<file path="src/rtl/vga_pkg.sv">
// Shared constants and types for the 640x480@60 Hz display path.
// Each timing stage and its derived positions are in one place, so the
// sync generator and the pixel-generation stage agree on them.
package vga_pkg;

  // Screen coordinate: wide enough for every horizontal and vertical position.
  typedef logic [10:0] coord_t;

  // System clocks per pixel (4 at 100 MHz, 2 at 50 MHz).
  localparam int VGA_CLK_DIV      = 4;

  // Horizontal timing, in pixels.
  localparam int VGA_H_DISPLAY    = 640;
  localparam int VGA_H_FRONT      = 16;
  localparam int VGA_H_SYNC       = 96;
  localparam int VGA_H_BACK       = 48;
  localparam int VGA_H_TOTAL      = VGA_H_DISPLAY + VGA_H_FRONT + VGA_H_SYNC + VGA_H_BACK;
  localparam int VGA_H_SYNC_START = VGA_H_DISPLAY + VGA_H_FRONT;
  localparam int VGA_H_SYNC_END   = VGA_H_SYNC_START + VGA_H_SYNC - 1;

  // Vertical timing, in lines.
  localparam int VGA_V_DISPLAY    = 480;
  localparam int VGA_V_FRONT      = 10;
  localparam int VGA_V_SYNC       = 2;
  localparam int VGA_V_BACK       = 33;
  localparam int VGA_V_TOTAL      = VGA_V_DISPLAY + VGA_V_FRONT + VGA_V_SYNC + VGA_V_BACK;
  localparam int VGA_V_SYNC_START = VGA_V_DISPLAY + VGA_V_FRONT;
  localparam int VGA_V_SYNC_END   = VGA_V_SYNC_START + VGA_V_SYNC - 1;

endpackage

</file>
<file path="src/rtl/pix_tick_gen.sv">
// Rate generator: a free-running divider that emits a one-clk strobe
// every CLK_DIV system clocks. CLK_DIV must be at least 2, so the strobe
// is low while the divider is held in reset.
module pix_tick_gen #(
  parameter int CLK_DIV = 4
) (
  input  logic clk,
  input  logic reset,
  output logic p_tick
);

  localparam int DIV_W = (CLK_DIV > 2) ? $clog2(CLK_DIV) : 1;
  localparam logic [DIV_W-1:0] DIV_LAST = DIV_W'(CLK_DIV - 1);

  logic [DIV_W-1:0] div_cnt;

  // Count 0..CLK_DIV-1 and wrap.
  always_ff @(posedge clk or negedge reset) begin
    if (!reset) begin
      div_cnt <= '0;
    end else if (div_cnt == DIV_LAST) begin
      div_cnt <= '0;
    end else begin
      div_cnt <= div_cnt + 1'b1;
    end
  end

  assign p_tick = (div_cnt == DIV_LAST);

endmodule

</file>
<file path="src/rtl/vga_sync.sv">
// VGA timing generator. Divides the system clock to the pixel rate and
// runs the horizontal and vertical counters through the full blanking
// range. hsync, vsync and video_on are decoded from the next counter
// values and registered on the same edge as the counters, so they always
// describe the current pix_x/pix_y with no extra latency.
module vga_sync
  import vga_pkg::*;
#(
  parameter int CLK_DIV   = VGA_CLK_DIV,
  parameter int H_DISPLAY = VGA_H_DISPLAY,
  parameter int H_FRONT   = VGA_H_FRONT,
  parameter int H_SYNC    = VGA_H_SYNC,
  parameter int H_BACK    = VGA_H_BACK,
  parameter int V_DISPLAY = VGA_V_DISPLAY,
  parameter int V_FRONT   = VGA_V_FRONT,
  parameter int V_SYNC    = VGA_V_SYNC,
  parameter int V_BACK    = VGA_V_BACK
) (
  input  logic        clk,
  input  logic        reset,
  output logic        hsync,
  output logic        vsync,
  output logic        video_on,
  output logic        p_tick,
  output logic [10:0] pix_x,
  output logic [10:0] pix_y,
  output logic        frame_tick
);

  localparam coord_t H_LAST  = coord_t'(H_DISPLAY + H_FRONT + H_SYNC + H_BACK - 1);
  localparam coord_t H_VIS   = coord_t'(H_DISPLAY);
  localparam coord_t H_SS    = coord_t'(H_DISPLAY + H_FRONT);
  localparam coord_t H_SE    = coord_t'(H_DISPLAY + H_FRONT + H_SYNC - 1);
  localparam coord_t V_LAST  = coord_t'(V_DISPLAY + V_FRONT + V_SYNC + V_BACK - 1);
  localparam coord_t V_VIS   = coord_t'(V_DISPLAY);
  localparam coord_t V_SS    = coord_t'(V_DISPLAY + V_FRONT);
  localparam coord_t V_SE    = coord_t'(V_DISPLAY + V_FRONT + V_SYNC - 1);

  coord_t x_next;
  coord_t y_next;
  logic   h_end;
  logic   v_end;

  pix_tick_gen #(
    .CLK_DIV (CLK_DIV)
  ) u_pix_tick_gen (
    .clk    (clk),
    .reset  (reset),
    .p_tick (p_tick)
  );

  // Compares happen on the current value, before any increment, so the
  // counters never need a wider intermediate.
  assign h_end = (pix_x == H_LAST);
  assign v_end = (pix_y == V_LAST);

  // Next counter values: x advances on every pixel strobe, y advances only
  // when x wraps, and both wrap together at the last pixel of the frame.
  always_comb begin
    x_next = pix_x;
    y_next = pix_y;
    if (p_tick) begin
      if (h_end) begin
        x_next = '0;
        y_next = v_end ? coord_t'(0) : pix_y + 11'd1;
      end else begin
        x_next = pix_x + 11'd1;
      end
    end
  end

  // Counters plus registered decode of the values they are about to take.
  // The reset values are the decode of pixel (0,0).
  always_ff @(posedge clk or negedge reset) begin
    if (!reset) begin
      pix_x    <= '0;
      pix_y    <= '0;
      hsync    <= 1'b1;
      vsync    <= 1'b1;
      video_on <= 1'b1;
    end else begin
      pix_x    <= x_next;
      pix_y    <= y_next;
      hsync    <= !((x_next >= H_SS) && (x_next <= H_SE));
      vsync    <= !((y_next >= V_SS) && (y_next <= V_SE));
      video_on <= (x_next < H_VIS) && (y_next < V_VIS);
    end
  end

  // Once-per-frame strobe on the pixel strobe that wraps both counters.
  assign frame_tick = p_tick && h_end && v_end;

endmodule

</file>
<file path="config.mk">
export PLATFORM = sky130hd
export DESIGN_NAME = vga_sync
export DESIGN_NICKNAME = d
export VERILOG_FILES = /design/src/rtl/vga_pkg.sv /design/src/rtl/pix_tick_gen.sv /design/src/rtl/vga_sync.sv
export SDC_FILE = /design/constraint.sdc
export NUM_CORES = 1
export LEC_CHECK = 0
export CORE_MARGIN = 1.5
export CORE_UTILIZATION = 46
export DETAILED_ROUTE_END_ITERATION = 12
export HOLD_SLACK_MARGIN = 0.15
export PLACE_DENSITY = 0.74
export SLEW_MARGIN = 20
export SYNTH_ARGS = -nofsm -noshare
export SYNTH_HDL_FRONTEND = slang
export SYNTH_SLANG_ARGS = --single-unit
</file>
<file path="constraint.sdc">
create_clock -name clk -period 2.1 [get_ports clk]
set_clock_uncertainty 0.15 [all_clocks]
set_input_delay 0.63 -clock clk [delete_from_list [all_inputs] [get_ports clk]]
set_output_delay 0.63 -clock clk [all_outputs]
set_load 0.01 [all_outputs]
</file>
==> run summary, run 1 <==
PnR worst setup slack - -0.389 ns
global-route wire length before repair - 6690 µm
Hold WS - 0.382 ns
Fmax achieved - 402 MHz
crit path launch - pix_y[1]
final critical-path required period - 2.49 ns
pwr dens - 333 nW/µm²
Root Buffer - clkbuf_4
top-area cell type share of the netlist area - 39.9%
CTS Buffer Depth - 2
post-DP HPWL - 2990 µm
R2R Setup Slk - -0.28 ns
FP Rows - 20
Syn. warnings - 0
Pre-Repair DR Iteration Count - 4
num ports - 29
Seq cells post-synth - 27
Hold Fails Final Rpt - 0
Least-Margin Pin Slew - 0.562 ns
routed vias - 1519
final core utilization - 75.1%
Hold Crit Class - input port to asynchronous set/reset pin
RSZ-0062 raised after global routing - yes
crit start category - flop
critical path's largest stage delay - 0.42 ns
Setup Crit Path Kind - flop to primary output
worst reg2reg endpoint - vsync
Critical Path RT - 1.32 ns
maximum vdd drop - 0.000316 V
most common cell after layout, fill and taps aside - buf_4
dominant cell type by area after synthesis - dfrtp_1
DR WL/cell - 15.6 µm
status - finished with violations
diodes inserted - 0
Post-synth ARST share - 100%
Die H - 60.2 µm
most frequent cells in the layout - buf_4, dlygate4sd2_1, dfrtp_1
share of cells above drive strength 1 - 37.5%
fillers - 231
CTS sink cnt - 27
Initial Utilization - 48.9%
post-cts hold buffer count - 0
total grt overflow - 0
reg2reg start - pix_y[1]
number of CTS-inserted buffers - 3
Die ar. - 3630 µm²
max-slew violations - 0
number of synthesized flops with an enable pin - 0
DRC violation count after routing - 0
CP Capture Point - frame_tick
Final period util - 119%
Initial DRC Count - 88
gpl congestion - 0.947
final setup fails - 4
clk_lat worst skew - 0.33 ns
syn avg cell area - 9.78 µm²
largest net degree at the start of global routing - 23
Port Buffer Count - 28
H-tree depth reported by CTS - 1
Critical Path Fanout Max - 2
Area contributors post-synth - dfrtp_1, xnor2_1, dfstp_2
drt via density - 5.50
CTS tree - built
Slew headroom - 62.1%
Routed WL - 4310 µm
CP max stage cell - dfrtp_1
Area Growth Syn to Fin - 53.4%
Gate Count Post-Synth - 154
mapped cell area - 1510 µm²
LEAKAGE - 1.17 nW
GRT Total Usage - 24.7%
sequential fraction of the synthesis area - 45.1%
CP endpoint kind - primary output
Post-synth top flop - dfrtp_1
initial antenna violation count - 0
vias in the first global route - 1476
core area - 3080 µm²
Layout Nets - 239
failing checks - setup timing
crit-path cells - inv_2 > ha_4 > nor4b_4 > nand4_1 > nor2_2 > buf_2
unique cell type count in the Yosys netlist - 43
clock transition at the registers of the reported paths - 0.15 ns
dpl ws - -0.378 ns
# Max-Cap Violations - 0
Antenna Nets Post-Route - 0
Worst R2R Path Depth - 9
Worst Path Arrival - 1.71 ns
Die X - 60.2 µm
syn_nets - 160
[cell type report]
type / instances / area, µm² / area share, %
sequential: 27 / 682 / 29.5
multi-input combinational: 114 / 877 / 38.0
clock buffer: 3 / 22.5 / 0.975
timing repair buffer: 79 / 639 / 27.7
clock inverter: 1 / 5.00 / 0.217
tap: 44 / 55.1 / 2.38
inverter: 8 / 30.0 / 1.30
[Yosys cell counts (all sizes together) (2+ instances only)]
cell / instances
o21ai: 6
and2: 3
and3: 3
nor4b: 3
nand4: 7
dfrtp: 24
buf: 2
nor2: 17
nand2: 12
inv: 8
o31ai: 3
nor3: 2
xor2: 6
clkbuf: 3
ha: 4
nand3: 11
mux2i: 2
xnor2: 11
and4: 4
dfstp: 3
or2: 2
a22oi: 2
o311ai: 2
nor4: 2
[worst max-delay path, delay by kind of cell (launching register included)]
kind	cells	cell delay, ns
simple gates	3	0.60
flops	1	0.42
buf+inv	2	0.24
fa+ha+maj	1	0.13
[metrics by stage]
stage          std cells  TNS, ns  power (W)  instance area (µm²)
5_1_grt              276    -1.11   0.000797                 2310
6_report             276   -0.747   0.000769                 2310
2_1_floorplan        154        0   0.000530                 1550
3_5_place_dp         263   -0.577   0.000547                 2170
3_3_place_gp         263   -0.494   0.000546                 2170
4_1_cts              275   -0.608   0.000778                 2250
[registers in the layout, indices dropped and copies added (netlist names)]
signal	cells
hsync	1
pix_y	11
video_on	1
u_pix_tick_gen.div_cnt	2
vsync	1
pix_x	11
[per-layer routing]
metal | up-vias | global-route usage (%) | wire length [µm]
met5 | - | 0 | 0
met2 | 61 | 41.3 | 2200
met4 | 0 | 8.57 | 48
met1 | 739 | 33.2 | 1800
li1 | 713 | - | -
met3 | 6 | 2.16 | 259
[worst min-delay path by stage]
stage | from | endpoint | slack [ns]
2_1_floorplan | reset | pix_x[0] | 0.18
4_1_cts | reset | pix_x[0] | 0.37
3_5_place_dp | u_pix_tick_gen.div_cnt[0] | u_pix_tick_gen.div_cnt[0] | 0.32
6_report | reset | pix_x[3] | 0.38
5_1_grt | reset | pix_x[0] | 0.40
3_3_place_gp | u_pix_tick_gen.div_cnt[0] | u_pix_tick_gen.div_cnt[0] | 0.31
[what timing repair did]
action,CTS,global route
resized for setup,42,13
endpoints found under the hold margin,0,0
buffers inserted,9,2
pin swaps,4,8
setup endpoints to repair,29,8
[kinds of logic after synthesis]
group | synth area share, %
multiplexers | 1.33
AND/OR/NAND/NOR | 27.1
buffers and inverters | 3.82
XOR/XNOR | 9.88
flip-flops | 45.1
AO/OA/AOI/OAI | 9.47
adder cells (fa/ha/maj) | 3.32
[power breakdown]
group          switching [W]  internal [W]  total (W)  leakage, nW
combinational      0.0000106    0.00000533  0.0000159        0.799
sequential                 0      0.000520   0.000520        0.349
clock               0.000161     0.0000715   0.000232       0.0177
total               0.000171      0.000597   0.000769         1.17
Power figures use the tool's default switching activity.
==> run 2, diff against run 1 <==
--- a/config.mk
+++ b/config.mk
@@ -6,11 +6,12 @@
 export NUM_CORES = 1
 export LEC_CHECK = 0
 export CORE_MARGIN = 1.5
-export CORE_UTILIZATION = 46
+export CORE_UTILIZATION = 45
 export DETAILED_ROUTE_END_ITERATION = 12
 export HOLD_SLACK_MARGIN = 0.15
-export PLACE_DENSITY = 0.74
+export PLACE_DENSITY = 0.73
 export SLEW_MARGIN = 20
 export SYNTH_ARGS = -nofsm -noshare
 export SYNTH_HDL_FRONTEND = slang
+export SYNTH_HIERARCHICAL = 1
 export SYNTH_SLANG_ARGS = --single-unit
==> constraint.sdc (replaced) <==
create_clock -name clk -period 2 [get_ports clk]
set_clock_uncertainty 0.15 [all_clocks]
set_input_delay 0.6 -clock clk [delete_from_list [all_inputs] [get_ports clk]]
set_output_delay 0.6 -clock clk [all_outputs]
set_load 0.01 [all_outputs]
==> run 2 against run 1 <==
The run still ends with setup timing left. Cell area rose by 6.2%. Via count rose by 5.6%. Combinational power fell by 13%. Final cell count rose by 4.0%. Worst setup slack got worse by 0.49 ns. Critical endpoint is now vsync.
==> run summary, run 2 <==
pwr dens - 332 nW/µm² (about the same)
routed vias - 1604 (+5.6%)
post-route cell area - 2450 µm² (+6.2%)
fillers - 171 (-26%)
unique cell type count in the Yosys netlist - 37 (-14%)
number of CTS-inserted buffers - 3 (unchanged)
CP Buf/Inv Count - 2 (unchanged)
top post-synthesis cells by count - dfrtp_1, nand3_1, nor2_1
Crit path depth - 8 (+2)
Pre-Repair DR Iteration Count - 5 (+1)
clock share of power - 31.3% (+1.1 points)
clock transition at the registers of the reported paths - 0.17 ns (+0.02 ns)
Psw - 0.000191 W (+11%)
Critical Path RT - 2.12 ns (+0.80 ns)
top-area cell type share of the netlist area - 42.0% (+2.2 points)
DR WL/cell - 18.3 µm (+17%)
Final period util - 144%
Initial Utilization - 47.2% (-1.8 points)
hold path depth - 1
final core utilization - 81.0% (+6.0 points)
Area Growth Syn to Fin - 71.7%
Post-synth top flop - dfrtp_1
most frequent cells in the layout - buf_4, dlygate4sd2_1, dfrtp_1
gpl congestion - 0.933 (-1.5%)
Setup Crit Path Kind - flop to flop
most common cell after layout, fill and taps aside - buf_4
maximum vdd drop - 0.000264 V (-17%)
Regs by FF count - pix_x (11), pix_y (11), u_pix_tick_gen/div_cnt (2)
GRT Total Usage - 26.7% (+2.0 points)
Root Buffer - clkbuf_4
largest net degree at the start of global routing - 28 (+22%)
non-filler cells, final - 287 (+4.0%)
CTS tree - built
Top delay family on crit path - simple AND/OR/NAND/NOR gates
Worst Path Arrival - 3.00 ns (+1.29 ns)
Routed WL - 5260 µm (+22%)
Hold Crit Class - flop to flop
number of synthesized flops with an enable pin - 0 (unchanged)
Worst R2R Path Depth - 8 (-1)
Die H - 59.4 µm (-1.5%)
Die ar. - 3520 µm² (-2.9%)
initial antenna violation count - 0 (unchanged)
Placed Area - 2140 µm² (-1.4%)
PnR worst setup slack - -0.879 ns (-0.491 ns)
Area contributors post-synth - dfrtp_1, dfstp_2, xor2_1
Critical Path Fanout Max - 5 (+3)
# Max-Cap Violations - 0 (unchanged)
sequential fraction of the synthesis area - 47.5% (+2.4 points)
Hold WS - 0.383 ns (+0.00166 ns)
crit-path cells - or4b_4 > or4_4 > buf_6 > buf_4 > nor4_4 > nor3_2 > a311oi_2 > nand4bb_1
final setup fails - 21 (+17)
total grt overflow - 0 (unchanged)
CP max stage cell - or4b_4
failing checks - setup timing
DRC violation count after routing - 0 (unchanged)
combinational share of power - 1.7% (-0.4 points)
syn_nets - 153 (-4.4%)
LEAKAGE - 1.27 nW (+9.2%)
global-route wire length before repair - 7030 µm (+5.1%)
final critical-path required period - 2.88 ns
Syn. warnings - 6 (+6)
most frequent cell after synthesis - dfrtp_1
Gate Count Post-Synth - 147 (-4.5%)
Die X - 59.4 µm (-1.5%)
Hold Fails Final Rpt - 0 (unchanged)
placed insts - 265 (+0.76%)
RSZ-0062 raised after global routing - yes
Layout Nets - 250 (+4.6%)
CTS Buffer Depth - 2 (unchanged)
core area - 3030 µm² (-1.6%)
R2R Setup Slk - -0.88 ns (-0.60 ns)
Pint - 0.000625 W (+4.6%)
dominant cell type by area after synthesis - dfrtp_1
Seq cells post-synth - 27 (unchanged)
mapped cell area - 1430 µm² (-5.1%)
sequential share of power - 67.0% (-0.7 points)
share of cells above drive strength 1 - 47.7% (+10 points)
CP endpoint kind - flop
critical path's largest stage delay - 0.54 ns (+0.12 ns)
syn avg cell area - 9.72 µm² (-0.63%)
CTS sink cnt - 27 (unchanged)
drt via density - 5.59 (+1.5%)
sw frac - 23.4% (+1.1 points)
crit start category - flop
clk_lat worst skew - 0.34 ns (about the same)
post-DP HPWL - 3000 µm (+0.17%)
FP Rows - 20 (unchanged)
Slew headroom - 75.3% (+13 points)
diodes inserted - 0 (unchanged)
H-tree depth reported by CTS - 1 (unchanged)
Fmax achieved - 347 MHz
Least-Margin Pin Slew - 0.368 ns (-0.193 ns)
num ports - 29 (unchanged)
max-slew violations - 0 (unchanged)
Post-synth ARST share - 100% (unchanged)
status - finished with violations
Initial DRC Count - 100 (+14%)
Port Buffer Count - 28 (unchanged)
vias in the first global route - 1537 (+4.1%)
Antenna Nets Post-Route - 0 (unchanged)
==> run 2: cell types whose count changed in the layout (fill, tap and decap cells not counted), sizes merged, moves of 3 or more <==
| cell | delta |
|---|---|
| and4 | -4 |
| buf | +20 |
| clkbuf | +3 |
| nor2 | -4 |
| o21ai | +3 |
| o31ai | -3 |
| xnor2 | -4 |
==> run 2: power groups by stage <==
| stage | Clock [W] | Combinational (W) | Sequential [W] |
|---|---|---|---|
| finish | 0.000255 | 0.0000139 | 0.000547 |
| floorplan | 0 | 0.000000000251 | 0.000556 |
| global route | 0.000279 | 0.0000165 | 0.000547 |
| detailed placement | 0 | 0.0000140 | 0.000556 |
| global placement | 0 | 0.0000138 | 0.000556 |
| CTS | 0.000248 | 0.0000142 | 0.000546 |
==> run 2: worst register-to-register path: stages, from the launching register on <==
cell and delay, ns:
dfrtp_2 0.44, or4b_4 0.54, or4_4 0.48, buf_6 0.16, buf_4 0.14, nor4_4 0.27
nor3_2 0.10, a311oi_2 0.36, nand4bb_1 0.19
==> run 2: what timing repair did <==
action,in CTS,in global routing
setup buffers,9,14
setup endpoints to repair,46,21
pin swaps,5,19
hold buffers,0,0
resized for setup,64,21
cloned,0,0
==> run 2: area by class of cell <==
type | count | area (µm²) | share of cell area (%)
Multi-Input combinational cell | 107 | 866 | 35.3
Timing Repair Buffer | 99 | 801 | 32.6
Sequential cell | 27 | 682 | 27.8
Tap cell | 44 | 55.1 | 2.24
Clock buffer | 3 | 22.5 | 0.918
Inverter | 6 | 22.5 | 0.918
Clock inverter | 1 | 5.00 | 0.204
==> run 2: metrics by stage <==
stage / setup WS (ns) / TNS [ns] / total power (W)
after detailed placement: -0.964 / -8.16 / 0.000570
after global routing: -0.882 / -9.79 / 0.000842
after floorplan: -0.790 / -5.71 / 0.000556
after global placement: -0.961 / -7.36 / 0.000570
final: -0.879 / -9.08 / 0.000816
after CTS: -0.769 / -7.67 / 0.000809
==> run 2: routing by layer <==
layer	GRT usage (%)	up-vias	part of all wire [%]
li1	-	717	-
met3	3.28	28	6.7
met2	44.6	86	51
met1	35.3	773	38
met4	10.1	0	4.3
met5	0	-	0
==> run 2: final timing paths <==
| path | endpoint | start |
|---|---|---|
| max in group asynchronous | video_on | reset |
| max | vsync | pix_x[6] |
| min reg2reg | u_pix_tick_gen/div_cnt[1] | u_pix_tick_gen/div_cnt[1] |
| min in group asynchronous | pix_x[8] | reset |
| min | u_pix_tick_gen/div_cnt[1] | u_pix_tick_gen/div_cnt[1] |
| max reg2reg | vsync | pix_x[6] |
==> run 2: cells by family (layout without fill, tap and decap cells) <==
kind of cell / count (synthesis) / count (layout) / share of synthesized area [%]
adders and majority gates: 4 / 4 / 3.50
muxes: 3 / 3 / 2.19
and+or+nand+nor: 66 / 66 / 25.7
buffers and inverters: 13 / 109 / 3.59
xor gates and xnor gates: 15 / 15 / 9.19
AOI/OAI and AO/OA: 19 / 19 / 8.23
DFF: 27 / 27 / 47.5
==> run 3, diff against run 2 <==
--- a/config.mk
+++ b/config.mk
@@ -6,10 +6,10 @@
 export NUM_CORES = 1
 export LEC_CHECK = 0
 export CORE_MARGIN = 1.5
-export CORE_UTILIZATION = 45
+export CORE_UTILIZATION = 50
 export DETAILED_ROUTE_END_ITERATION = 12
 export HOLD_SLACK_MARGIN = 0.15
-export PLACE_DENSITY = 0.73
+export PLACE_DENSITY = 0.77
 export SLEW_MARGIN = 20
 export SYNTH_ARGS = -nofsm -noshare
 export SYNTH_HDL_FRONTEND = slang
==> constraint.sdc (replaced) <==
create_clock -name clk -period 3.7 [get_ports clk]
set_clock_uncertainty 0.15 [all_clocks]
set_input_delay 1.11 -clock clk [delete_from_list [all_inputs] [get_ports clk]]
set_output_delay 1.11 -clock clk [all_outputs]
set_load 0.01 [all_outputs]
==> run 3 against run 2 <==
Final cell count is 26% lower. Sequential power is 46% lower. Register-to-register slack better by 1.6 ns. Highest routed layer unchanged. The flow now finishes without violations. Wire length is 40% lower. Sequential share of layout area is 9.7 points higher. Largest power group unchanged. Largest cell class unchanged.
==> run summary, run 3 (synthesis gave the netlist of run 2 again) <==
final critical-path required period - 3.54 ns
grt met3 use - 3.00% (-0.28 points)
Die H - 56.5 µm (-4.9%)
Initial DRC Count - 47 (-53%)
core area - 2730 µm² (-9.7%)
clk_lat worst skew - 0.32 ns (-0.02 ns)
maximum vdd drop - 0.000210 V (-20%)
Worst R2R Path Depth - 7 (-1)
Hold Fails Final Rpt - 0 (unchanged)
Die X - 56.5 µm (-4.9%)
Pre-Repair DR Iteration Count - 5 (unchanged)
CTS tree - built
global-route wire length before repair - 5420 µm (-23%)
most frequent cells in the layout - clkdlybuf4s50_1, dfrtp_1, nand3_1
routed vias - 1230 (-23%)
initial antenna violation count - 0 (unchanged)
clock transition at the registers of the reported paths - 0.14 ns (-0.03 ns)
vias in the first global route - 1181 (-23%)
max-slew violations - 0 (unchanged)
Slew headroom - 61.7% (-14 points)
Antenna Nets Post-Route - 0 (unchanged)
Layout Nets - 188 (-25%)
Regs by FF count - pix_x (11), pix_y (11), u_pix_tick_gen/div_cnt (2)
crit start category - flop
num ports - 29 (unchanged)
post-DP HPWL - 2320 µm (-23%)
worst reg2reg endpoint - vsync
met1 usage - 31.0% (-4.3 points)
Routed WL - 3140 µm (-40%)
DR WL/cell - 14.8 µm (-19%)
GRT Total Usage - 21.6% (-5.1 points)
CP max stage cell - or4_1
Setup Crit Path Kind - flop to primary output
Hold WS - 0.289 ns (-0.0943 ns)
number of CTS-inserted buffers - 3 (unchanged)
Die ar. - 3190 µm² (-9.5%)
crit-path cells - or4b_4 > or4_1 > nor2_2 > dlygate4sd2_1
Fmax achieved - 282 MHz
met2 Resource Use GR - 33.4% (-11 points)
Crit path depth - 4 (-4)
LEAKAGE - 0.749 nW (-41%)
Least-Margin Pin Slew - 0.566 ns (+0.198 ns)
# Max-Cap Violations - 0 (unchanged)
final setup fails - 0 (-100%)
CP Capture Point - frame_tick
gpl congestion - 0.921 (-1.3%)
Critical Path Fanout Max - 3 (-2)
DRC violation count after routing - 0 (unchanged)
CP endpoint kind - primary output
pwr dens - 237 nW/µm² (-29%)
crit path launch - pix_x[5]
GRT Max-Usage Layer - met2
CTS sink cnt - 27 (unchanged)
Critical Path RT - 2.44 ns (+0.32 ns)
Area Growth Syn to Fin - 27.0%
critical path's largest stage delay - 0.55 ns (about the same)
status - finished, final reports clean
CTS Buffer Depth - 2 (unchanged)
Root Buffer - clkbuf_4
R2R Setup Slk - 0.76 ns (+1.64 ns)
Final period util - 95.8%
share of cells above drive strength 1 - 12.7% (-35 points)
Top delay family on crit path - simple AND/OR/NAND/NOR gates
H-tree depth reported by CTS - 1 (unchanged)
Worst Path Arrival - 2.28 ns (-0.72 ns)
Hold Crit Class - flop to flop
Initial Utilization - 52.3% (+5.1 points)
largest net degree at the start of global routing - 28 (unchanged)
reg2reg start - pix_x[5]
most common cell after layout, fill and taps aside - clkdlybuf4s50_1
drt via density - 5.80 (+3.8%)
CP Buf/Inv Count - 1 (-1)
diodes inserted - 0 (unchanged)
setup TNS - 0 ns (+9.08 ns)
FP Rows - 19 (-5.0%)
RSZ-0062 raised after global routing - no
Port Buffer Count - 28 (unchanged)
total grt overflow - 0 (unchanged)
[run 3: changes by cell type in the layout (fill, tap and decap cells not counted), sizes merged]
cell / before / now
buf: 73 / 9
clkdlybuf4s50: 1 / 27
dlygate4sd2: 22 / 1
clkbuf: 6 / 4
clkinv: 1 / 0
[run 3: per-stage QoR]
stage	total power (W)	worst slack (ns)	cells	utilization, %	area (µm²)
detailed placement	0.000309	0.200	207	65.1	1780
global placement	0.000308	0.216	207	65.1	1780
floorplan	0.000301	0.531	147	-	1430
global route	0.000452	0.0593	212	66.4	1810
CTS	0.000441	0.134	212	66.4	1810
finish	0.000430	0.155	212	66.4	1810
[run 3: worst min-delay path by stage]
| stage | from | slack, ns | cells after the start | to |
|---|---|---|---|---|
| 3_3_place_gp | u_pix_tick_gen/div_cnt[0] | 0.27 | 1 | u_pix_tick_gen/div_cnt[0] |
| 5_1_grt | u_pix_tick_gen/div_cnt[0] | 0.31 | 1 | u_pix_tick_gen/div_cnt[0] |
| 3_5_place_dp | u_pix_tick_gen/div_cnt[0] | 0.27 | 1 | u_pix_tick_gen/div_cnt[0] |
| 2_1_floorplan | u_pix_tick_gen/div_cnt[0] | 0.25 | 1 | u_pix_tick_gen/div_cnt[0] |
| 6_report | u_pix_tick_gen/div_cnt[0] | 0.29 | 1 | u_pix_tick_gen/div_cnt[0] |
| 4_1_cts | u_pix_tick_gen/div_cnt[0] | 0.29 | 1 | u_pix_tick_gen/div_cnt[0] |
[run 3: routing by layer]
layer	share of wire, %	wire length (µm)
met2	47	1480
met1	48	1520
met5	0	0
met3	3.5	111
met4	0.92	29
[run 3: cell type report]
type                            instances  area, µm²
Fill cell                             225        920
Multi-Input combinational cell        107        701
Sequential cell                        27        679
Timing Repair Buffer                   37        347
Tap cell                               31       38.8
Clock buffer                            4       26.3
Inverter                                6       22.5
[run 3: timing repair]
item | in CTS | in global routing
endpoints found under the hold margin | 0 | 0
setup buffers | 1 | 0
resized for setup | 2 | 0
setup endpoints to repair | 1 | 0
hold buffers | 0 | 0
[run 3: where the power goes]
group          switching, W  internal, W
clock             0.0000859    0.0000422
combinational    0.00000548   0.00000161
sequential                0     0.000295
